--- config.mk ---
export PLATFORM = sky130hd
export DESIGN_NAME = secure_reg_arbiter
export DESIGN_NICKNAME = d
export VERILOG_FILES = /design/src/rtl/secure_reg_arbiter.sv
export SDC_FILE = /design/constraint.sdc
export NUM_CORES = 1
export LEC_CHECK = 0
export BUFFER_PORTS_ARGS = -buffer_cell sky130_fd_sc_hd__buf_4
export CORE_ASPECT_RATIO = 0.5
export CORE_MARGIN = 3
export CORE_UTILIZATION = 49
export DETAILED_ROUTE_END_ITERATION = 8
export HOLD_SLACK_MARGIN = 0.02
export PLACE_DENSITY = 0.89
export SETUP_SLACK_MARGIN = 0.1
export SLEW_MARGIN = 20
export SYNTH_ARGS = -nofsm -noshare
export SYNTH_HDL_FRONTEND = slang
export SYNTH_SLANG_ARGS = --single-unit
--- constraint.sdc ---
create_clock -name clk -period 1.85 [get_ports clk]
set_input_delay 0.37 -clock clk [delete_from_list [all_inputs] [get_ports clk]]
set_output_delay 0.37 -clock clk [all_outputs]
set_load 0.05 [all_outputs]
--- src/rtl/secure_reg_arbiter.sv ---
// Round-robin arbitrated write controller for one protected register with ID-based access check.
// Optional violation logging (viol_cnt/viol_id) is enabled by defining SECURE_ARB_VIOL_LOG_EN.
module secure_reg_arbiter #(
    parameter int              N_REQ      = 4,
    parameter int              DATA_W     = 8,
    parameter int              ID_W       = 3,
    parameter logic [ID_W-1:0] ALLOWED_ID = ID_W'(4)
) (
    input  logic                     clk,
    input  logic                     rst_n,
    input  logic [N_REQ-1:0]         req,
    input  logic [N_REQ*ID_W-1:0]    req_id,
    input  logic [N_REQ*DATA_W-1:0]  req_data,
    output logic [N_REQ-1:0]         gnt,
    output logic [N_REQ-1:0]         deny,
    output logic [DATA_W-1:0]        reg_out,
`ifdef SECURE_ARB_VIOL_LOG_EN
    output logic [7:0]               viol_cnt,
    output logic [ID_W-1:0]          viol_id,
`endif
    output logic                     busy
);

    localparam int IDX_W = (N_REQ > 1) ? $clog2(N_REQ) : 1;

    typedef enum logic [1:0] {
        IDLE   = 2'd0,
        CHECK  = 2'd1,
        COMMIT = 2'd2,
        RESP   = 2'd3
    } state_t;

    state_t              state_q;
    logic [IDX_W-1:0]    rr_ptr_q;
    logic [IDX_W-1:0]    idx_q;
    logic [ID_W-1:0]     id_q;
    logic [DATA_W-1:0]   data_q;
    logic                allow_q;
    logic [DATA_W-1:0]   reg_q;
    logic [N_REQ-1:0]    gnt_q;
    logic [N_REQ-1:0]    deny_q;
`ifdef SECURE_ARB_VIOL_LOG_EN
    logic [7:0]          viol_cnt_q;
    logic [ID_W-1:0]     viol_id_q;
`endif

    logic [ID_W-1:0]     id_arr   [N_REQ];
    logic [DATA_W-1:0]   data_arr [N_REQ];

    genvar gi;
    generate
        for (gi = 0; gi < N_REQ; gi++) begin : g_unpack
            assign id_arr[gi]   = req_id[gi*ID_W +: ID_W];
            assign data_arr[gi] = req_data[gi*DATA_W +: DATA_W];
        end
    endgenerate

    // Round-robin search: candidate k is (rr_ptr + k) mod N_REQ, lowest k wins.
    logic               arb_valid_d;
    logic [IDX_W-1:0]   arb_idx_d;
    logic [IDX_W:0]     arb_sum;
    logic [IDX_W-1:0]   arb_cand;

    always_comb begin
        arb_valid_d = 1'b0;
        arb_idx_d   = '0;
        arb_sum     = '0;
        arb_cand    = '0;
        for (int k = 0; k < N_REQ; k++) begin
            arb_sum = {1'b0, rr_ptr_q} + (IDX_W+1)'(k);
            if (arb_sum >= (IDX_W+1)'(N_REQ)) begin
                arb_sum = arb_sum - (IDX_W+1)'(N_REQ);
            end
            arb_cand = arb_sum[IDX_W-1:0];
            if (!arb_valid_d && req[arb_cand]) begin
                arb_valid_d = 1'b1;
                arb_idx_d   = arb_cand;
            end
        end
    end

    logic [IDX_W-1:0]   rr_ptr_d;
    logic [N_REQ-1:0]   idx_onehot_d;

    always_comb begin
        rr_ptr_d     = (idx_q == IDX_W'(N_REQ-1)) ? '0 : idx_q + IDX_W'(1);
        idx_onehot_d = N_REQ'(1) << idx_q;
    end

    always_ff @(posedge clk or negedge rst_n) begin
        if (!rst_n) begin
            state_q    <= IDLE;
            rr_ptr_q   <= '0;
            idx_q      <= '0;
            id_q       <= '0;
            data_q     <= '0;
            allow_q    <= 1'b0;
            reg_q      <= '0;
            gnt_q      <= '0;
            deny_q     <= '0;
`ifdef SECURE_ARB_VIOL_LOG_EN
            viol_cnt_q <= '0;
            viol_id_q  <= '0;
`endif
        end else begin
            case (state_q)
                IDLE: begin
                    if (arb_valid_d) begin
                        idx_q   <= arb_idx_d;
                        id_q    <= id_arr[arb_idx_d];
                        data_q  <= data_arr[arb_idx_d];
                        state_q <= CHECK;
                    end
                end
                CHECK: begin
                    // Decision is taken from the latched ID only; live req_id is ignored here.
                    allow_q <= (id_q == ALLOWED_ID);
                    state_q <= COMMIT;
                end
                COMMIT: begin
                    if (allow_q) begin
                        reg_q <= data_q;
                        gnt_q <= idx_onehot_d;
                    end else begin
                        deny_q <= idx_onehot_d;
`ifdef SECURE_ARB_VIOL_LOG_EN
                        viol_cnt_q <= (viol_cnt_q == 8'hFF) ? viol_cnt_q : viol_cnt_q + 8'd1;
                        viol_id_q  <= id_q;
`endif
                    end
                    rr_ptr_q <= rr_ptr_d;
                    state_q  <= RESP;
                end
                RESP: begin
                    gnt_q   <= '0;
                    deny_q  <= '0;
                    state_q <= IDLE;
                end
                default: begin
                    state_q <= IDLE;
                end
            endcase
        end
    end

    assign gnt     = gnt_q;
    assign deny    = deny_q;
    assign reg_out = reg_q;
    assign busy    = (state_q != IDLE);
`ifdef SECURE_ARB_VIOL_LOG_EN
    assign viol_cnt = viol_cnt_q;
    assign viol_id  = viol_id_q;
`endif

endmodule

==> metrics.txt <==
# TYPE chip_impl_metric gauge
chip_impl_info{name="outcome",value="finished clean"} 1
chip_impl_metric{name="tritoncts.num_buffers",unit=""} 5
chip_impl_metric{name="cts_sinks",unit=""} 34
chip_impl_metric{name="yosysUniqueCellTypes",unit=""} 24
chip_impl_metric{name="ctsHoldBuffers",unit=""} 0
chip_impl_metric{name="grt_remaining_overflow",unit=""} 0
chip_impl_metric{name="wl_per_cell",unit="µm"} 14.7
chip_impl_metric{name="final.min_clock_period",unit="ns"} 1.64
chip_impl_metric{name="routabilityCongestion",unit=""} 0.780
chip_impl_metric{name="synthDominantCellAreaShare",unit="%"} 45.7
chip_impl_metric{name="postCtsSetupRepairBufs",unit=""} 0
chip_impl_metric{name="detailedRoute.firstIterationViolations",unit=""} 57
chip_impl_metric{name="cp_data_required_time",unit="ns"} 2.05
chip_impl_metric{name="gr-usage-all-layers",unit="%"} 20.4
chip_impl_metric{name="syn_area_per_cell",unit="µm²"} 9.75
chip_impl_metric{name="vdd.ir_drop.worst",unit="V"} 0.000618
chip_impl_metric{name="number_of_placed_instances_with_taps_included",unit=""} 301
chip_impl_metric{name="grt_start_max_net_pins",unit=""} 35
chip_impl_info{name="tritoncts_clock_tree",value="yes"} 1
chip_impl_info{name="synth_area_leader_cell",value="sky130_fd_sc_hd__dfrtp_1"} 1
chip_impl_info{name="synth_top_cells_by_area",value="sky130_fd_sc_hd__dfrtp_1, sky130_fd_sc_hd__mux2i_1, sky130_fd_sc_hd__nand2_1"} 1
chip_impl_metric{name="grt_pass1_wl",unit="µm"} 7430
chip_impl_metric{name="final_non_filler_cell_total",unit=""} 309
chip_impl_metric{name="via_per_inst",unit=""} 5.34
chip_impl_metric{name="cts-root-to-sink-buffers",unit=""} 2
chip_impl_metric{name="synth.ff_latch_count",unit=""} 34
chip_impl_metric{name="synth.yosys.seq_area_share",unit="%"} 45.7
chip_impl_metric{name="route.detailed.drc",unit=""} 0
chip_impl_metric{name="insertedDiodeCount",unit=""} 0
chip_impl_metric{name="leakagePower",unit="nW"} 1.28
chip_impl_metric{name="timing.final.setup_violations",unit=""} 0
chip_impl_metric{name="total_detailed_routing_wirelength",unit="µm"} 4550
chip_impl_metric{name="drive_gt1_share",unit="%"} 33.7
chip_impl_info{name="endpoint_kind",value="register"} 1
chip_impl_metric{name="clk_latency",unit="ns"} 0.29
chip_impl_metric{name="synth.net_count",unit=""} 250
chip_impl_metric{name="die-width",unit="µm"} 93.2
chip_impl_metric{name="path_clk_slew",unit="ns"} 0.07
chip_impl_metric{name="hpwl_reported_at_the_end_of_detailed_placement",unit="µm"} 3450
chip_impl_metric{name="total_power_consumption",unit="mW"} 4.12
chip_impl_metric{name="dieHeight",unit="µm"} 49.6
chip_impl_metric{name="cp_slowest_stage_delay",unit="ns"} 0.42
chip_impl_metric{name="ys.warnings.count",unit=""} 0
chip_impl_metric{name="max_slew.worst_pin.slew",unit="ns"} 0.605
chip_impl_metric{name="finalMaxSlewViolations",unit=""} 0
chip_impl_info{name="timing_worst_setup_path_type",value="reg2reg"} 1
chip_impl_metric{name="ctsResizeCount",unit=""} 0
chip_impl_metric{name="hold_viol_final",unit=""} 0
chip_impl_metric{name="post-route-period-util",unit="%"} 88.7
chip_impl_metric{name="path_buf_inv",unit=""} 2
chip_impl_metric{name="syn_to_final_growth",unit="%"} 34.6
chip_impl_metric{name="fin_skew",unit="ns"} 0.00690
chip_impl_metric{name="std_cell_rows",unit=""} 15
chip_impl_metric{name="antenna_found_initial",unit=""} 0
chip_impl_metric{name="clock_tree.htree_level_count",unit=""} 2
chip_impl_metric{name="num-fill-cells",unit=""} 269
chip_impl_info{name="crit_path_start_kind",value="register"} 1
chip_impl_metric{name="design.die.area",unit="µm²"} 4620
chip_impl_metric{name="drt-pass1-iter-count",unit=""} 4
chip_impl_metric{name="nets",unit=""} 316
chip_impl_metric{name="core_area",unit="µm²"} 3550
chip_impl_info{name="layout_commonest_cell",value="sky130_fd_sc_hd__buf_4"} 1
chip_impl_metric{name="timing.critical_path.arrival",unit="ns"} 1.84
chip_impl_metric{name="setup_total_negative_slack",unit="ns"} 0
chip_impl_metric{name="path_max_fanout",unit=""} 16
chip_impl_info{name="worst_hold_path_type",value="in2async"} 1
chip_impl_metric{name="fmax",unit="GHz"} 0.609
chip_impl_info{name="setup_repair_after_global_routing_missed_its_margin",value="false"} 1
chip_impl_metric{name="route.vias.total",unit=""} 1651
chip_impl_metric{name="floorplan.io_pins",unit=""} 67
chip_impl_info{name="cells_traversed_along_the_worst_timing_path",value="inv_2 > ha_4 > clkinvlp_4 > a21o_4 > nand2b_2 > o221ai_1"} 1
chip_impl_metric{name="worst_slew_margin_rel",unit="%"} 59.6
chip_impl_metric{name="timing.hold.ws",unit="ns"} 0.0123
chip_impl_metric{name="initial_utilization",unit="%"} 52.5
chip_impl_metric{name="first_global_vias",unit=""} 1784
chip_impl_metric{name="post_synth_instance_area",unit="µm²"} 1860
chip_impl_metric{name="drv_cap",unit=""} 0
chip_impl_info{name="commonest_non_fill_non_tap_cells_in_the_layout",value="sky130_fd_sc_hd__buf_4, sky130_fd_sc_hd__nand2_1, sky130_fd_sc_hd__dfrtp_1"} 1
chip_impl_metric{name="io_buffer_count",unit=""} 66
chip_impl_info{name="critical-path-slowest-cell",value="sky130_fd_sc_hd__dfrtp_1"} 1
chip_impl_metric{name="synthesis.instances",unit=""} 191
chip_impl_metric{name="power_per_cell_area",unit="nW/µm²"} 1640
chip_impl_info{name="cts_root_buf",value="sky130_fd_sc_hd__clkbuf_8"} 1
chip_impl_info{name="critical_path.top_delay_family",value="compound AO/OA/AOI/OAI gates"} 1
chip_impl_metric{name="drtAntennaViolNets",unit=""} 0
==> path summary, 6_finish.rpt <==
check	startpoint	slack, ns	endpoint	cells after the start
max	state_q[1]	0.21	data_q[0]	6
max reg2reg	state_q[1]	0.21	data_q[0]	6
min reg2reg	id_q[0]	0.47	allow_q	1
min in group clk	req_data[9]	0.40	data_q[1]	3
max in group asynchronous	rst_n	1.51	allow_q	1
min	rst_n	0.01	reg_out[2]	1
==> final cells by class <==
class | count | area, µm² | area share [%]
clock buffer | 6 | 82.6 | 3.30
clock inverter | 2 | 12.5 | 0.499
inverter | 7 | 30.0 | 1.20
multi-input combinational | 141 | 943 | 37.6
sequential | 34 | 851 | 33.9
tap | 51 | 63.8 | 2.55
timing repair buffer | 68 | 523 | 20.9
==> power by group <==
part           leakage, nW  internal [mW]  switching [mW]
Sequential           0.435           1.08           0.247
Combinational        0.800          0.844            1.38
Clock               0.0472          0.299           0.276
Total                 1.28           2.22            1.90
==> routing by layer <==
metal / part of all wire (%) / GRT usage, %
met5: 0 / 0
met4: 0.70 / 7.54
met3: 4.9 / 6.25
met2: 51 / 36.7
met1: 43 / 23.0
==> registers in the layout, summed over array words and instances, names as in the netlist <==
name,count
data_q,8
deny,4
allow_q,1
reg_out,8
idx_q,2
state_q,2
gnt,4
id_q,3
rr_ptr_q,2
==> stage by stage <==
step | setup WS, ns | instance area, µm² | util (%)
6_report | 0.208 | 2510 | 70.7
4_1_cts | 0.115 | 2500 | 70.6
3_5_place_dp | 0.135 | 2410 | 67.9
2_1_floorplan | 0.0821 | 1880 | -
3_3_place_gp | 0.232 | 2410 | 67.9
5_1_grt | 0.123 | 2510 | 70.7
==> Yosys cell counts <==
cell type,number
sky130_fd_sc_hd__a21o_4,1
sky130_fd_sc_hd__ha_1,9
sky130_fd_sc_hd__o221ai_4,1
sky130_fd_sc_hd__inv_1,7
sky130_fd_sc_hd__nand2b_1,2
sky130_fd_sc_hd__a21oi_1,8
sky130_fd_sc_hd__or2_4,1
sky130_fd_sc_hd__nor2_2,1
sky130_fd_sc_hd__nor2b_1,10
sky130_fd_sc_hd__mux2_2,1
sky130_fd_sc_hd__buf_6,3
sky130_fd_sc_hd__and2_1,1
sky130_fd_sc_hd__o21ai_0,6
sky130_fd_sc_hd__o221ai_1,11
sky130_fd_sc_hd__o21ai_1,7
sky130_fd_sc_hd__dfrtp_1,34
sky130_fd_sc_hd__clkbuf_1,6
sky130_fd_sc_hd__mux2i_1,22
sky130_fd_sc_hd__o22ai_1,2
sky130_fd_sc_hd__nand2_1,52
sky130_fd_sc_hd__nor2_1,2
sky130_fd_sc_hd__a21boi_2,1
sky130_fd_sc_hd__o32ai_1,1
sky130_fd_sc_hd__nand3_1,2
==> logic make-up (layout without fill, tap and decap cells) <==
logic type / Yosys count / in the layout / synth area share (%)
DFF: 34 / 34 / 45.7
AOI/OAI and AO/OA: 38 / 38 / 14.8
buffers and inverters: 16 / 83 / 4.44
adders and majority gates: 9 / 9 / 6.05
muxes: 23 / 23 / 12.4
and+or+nand+nor: 71 / 71 / 16.6
Power figures use the tool's default switching activity.
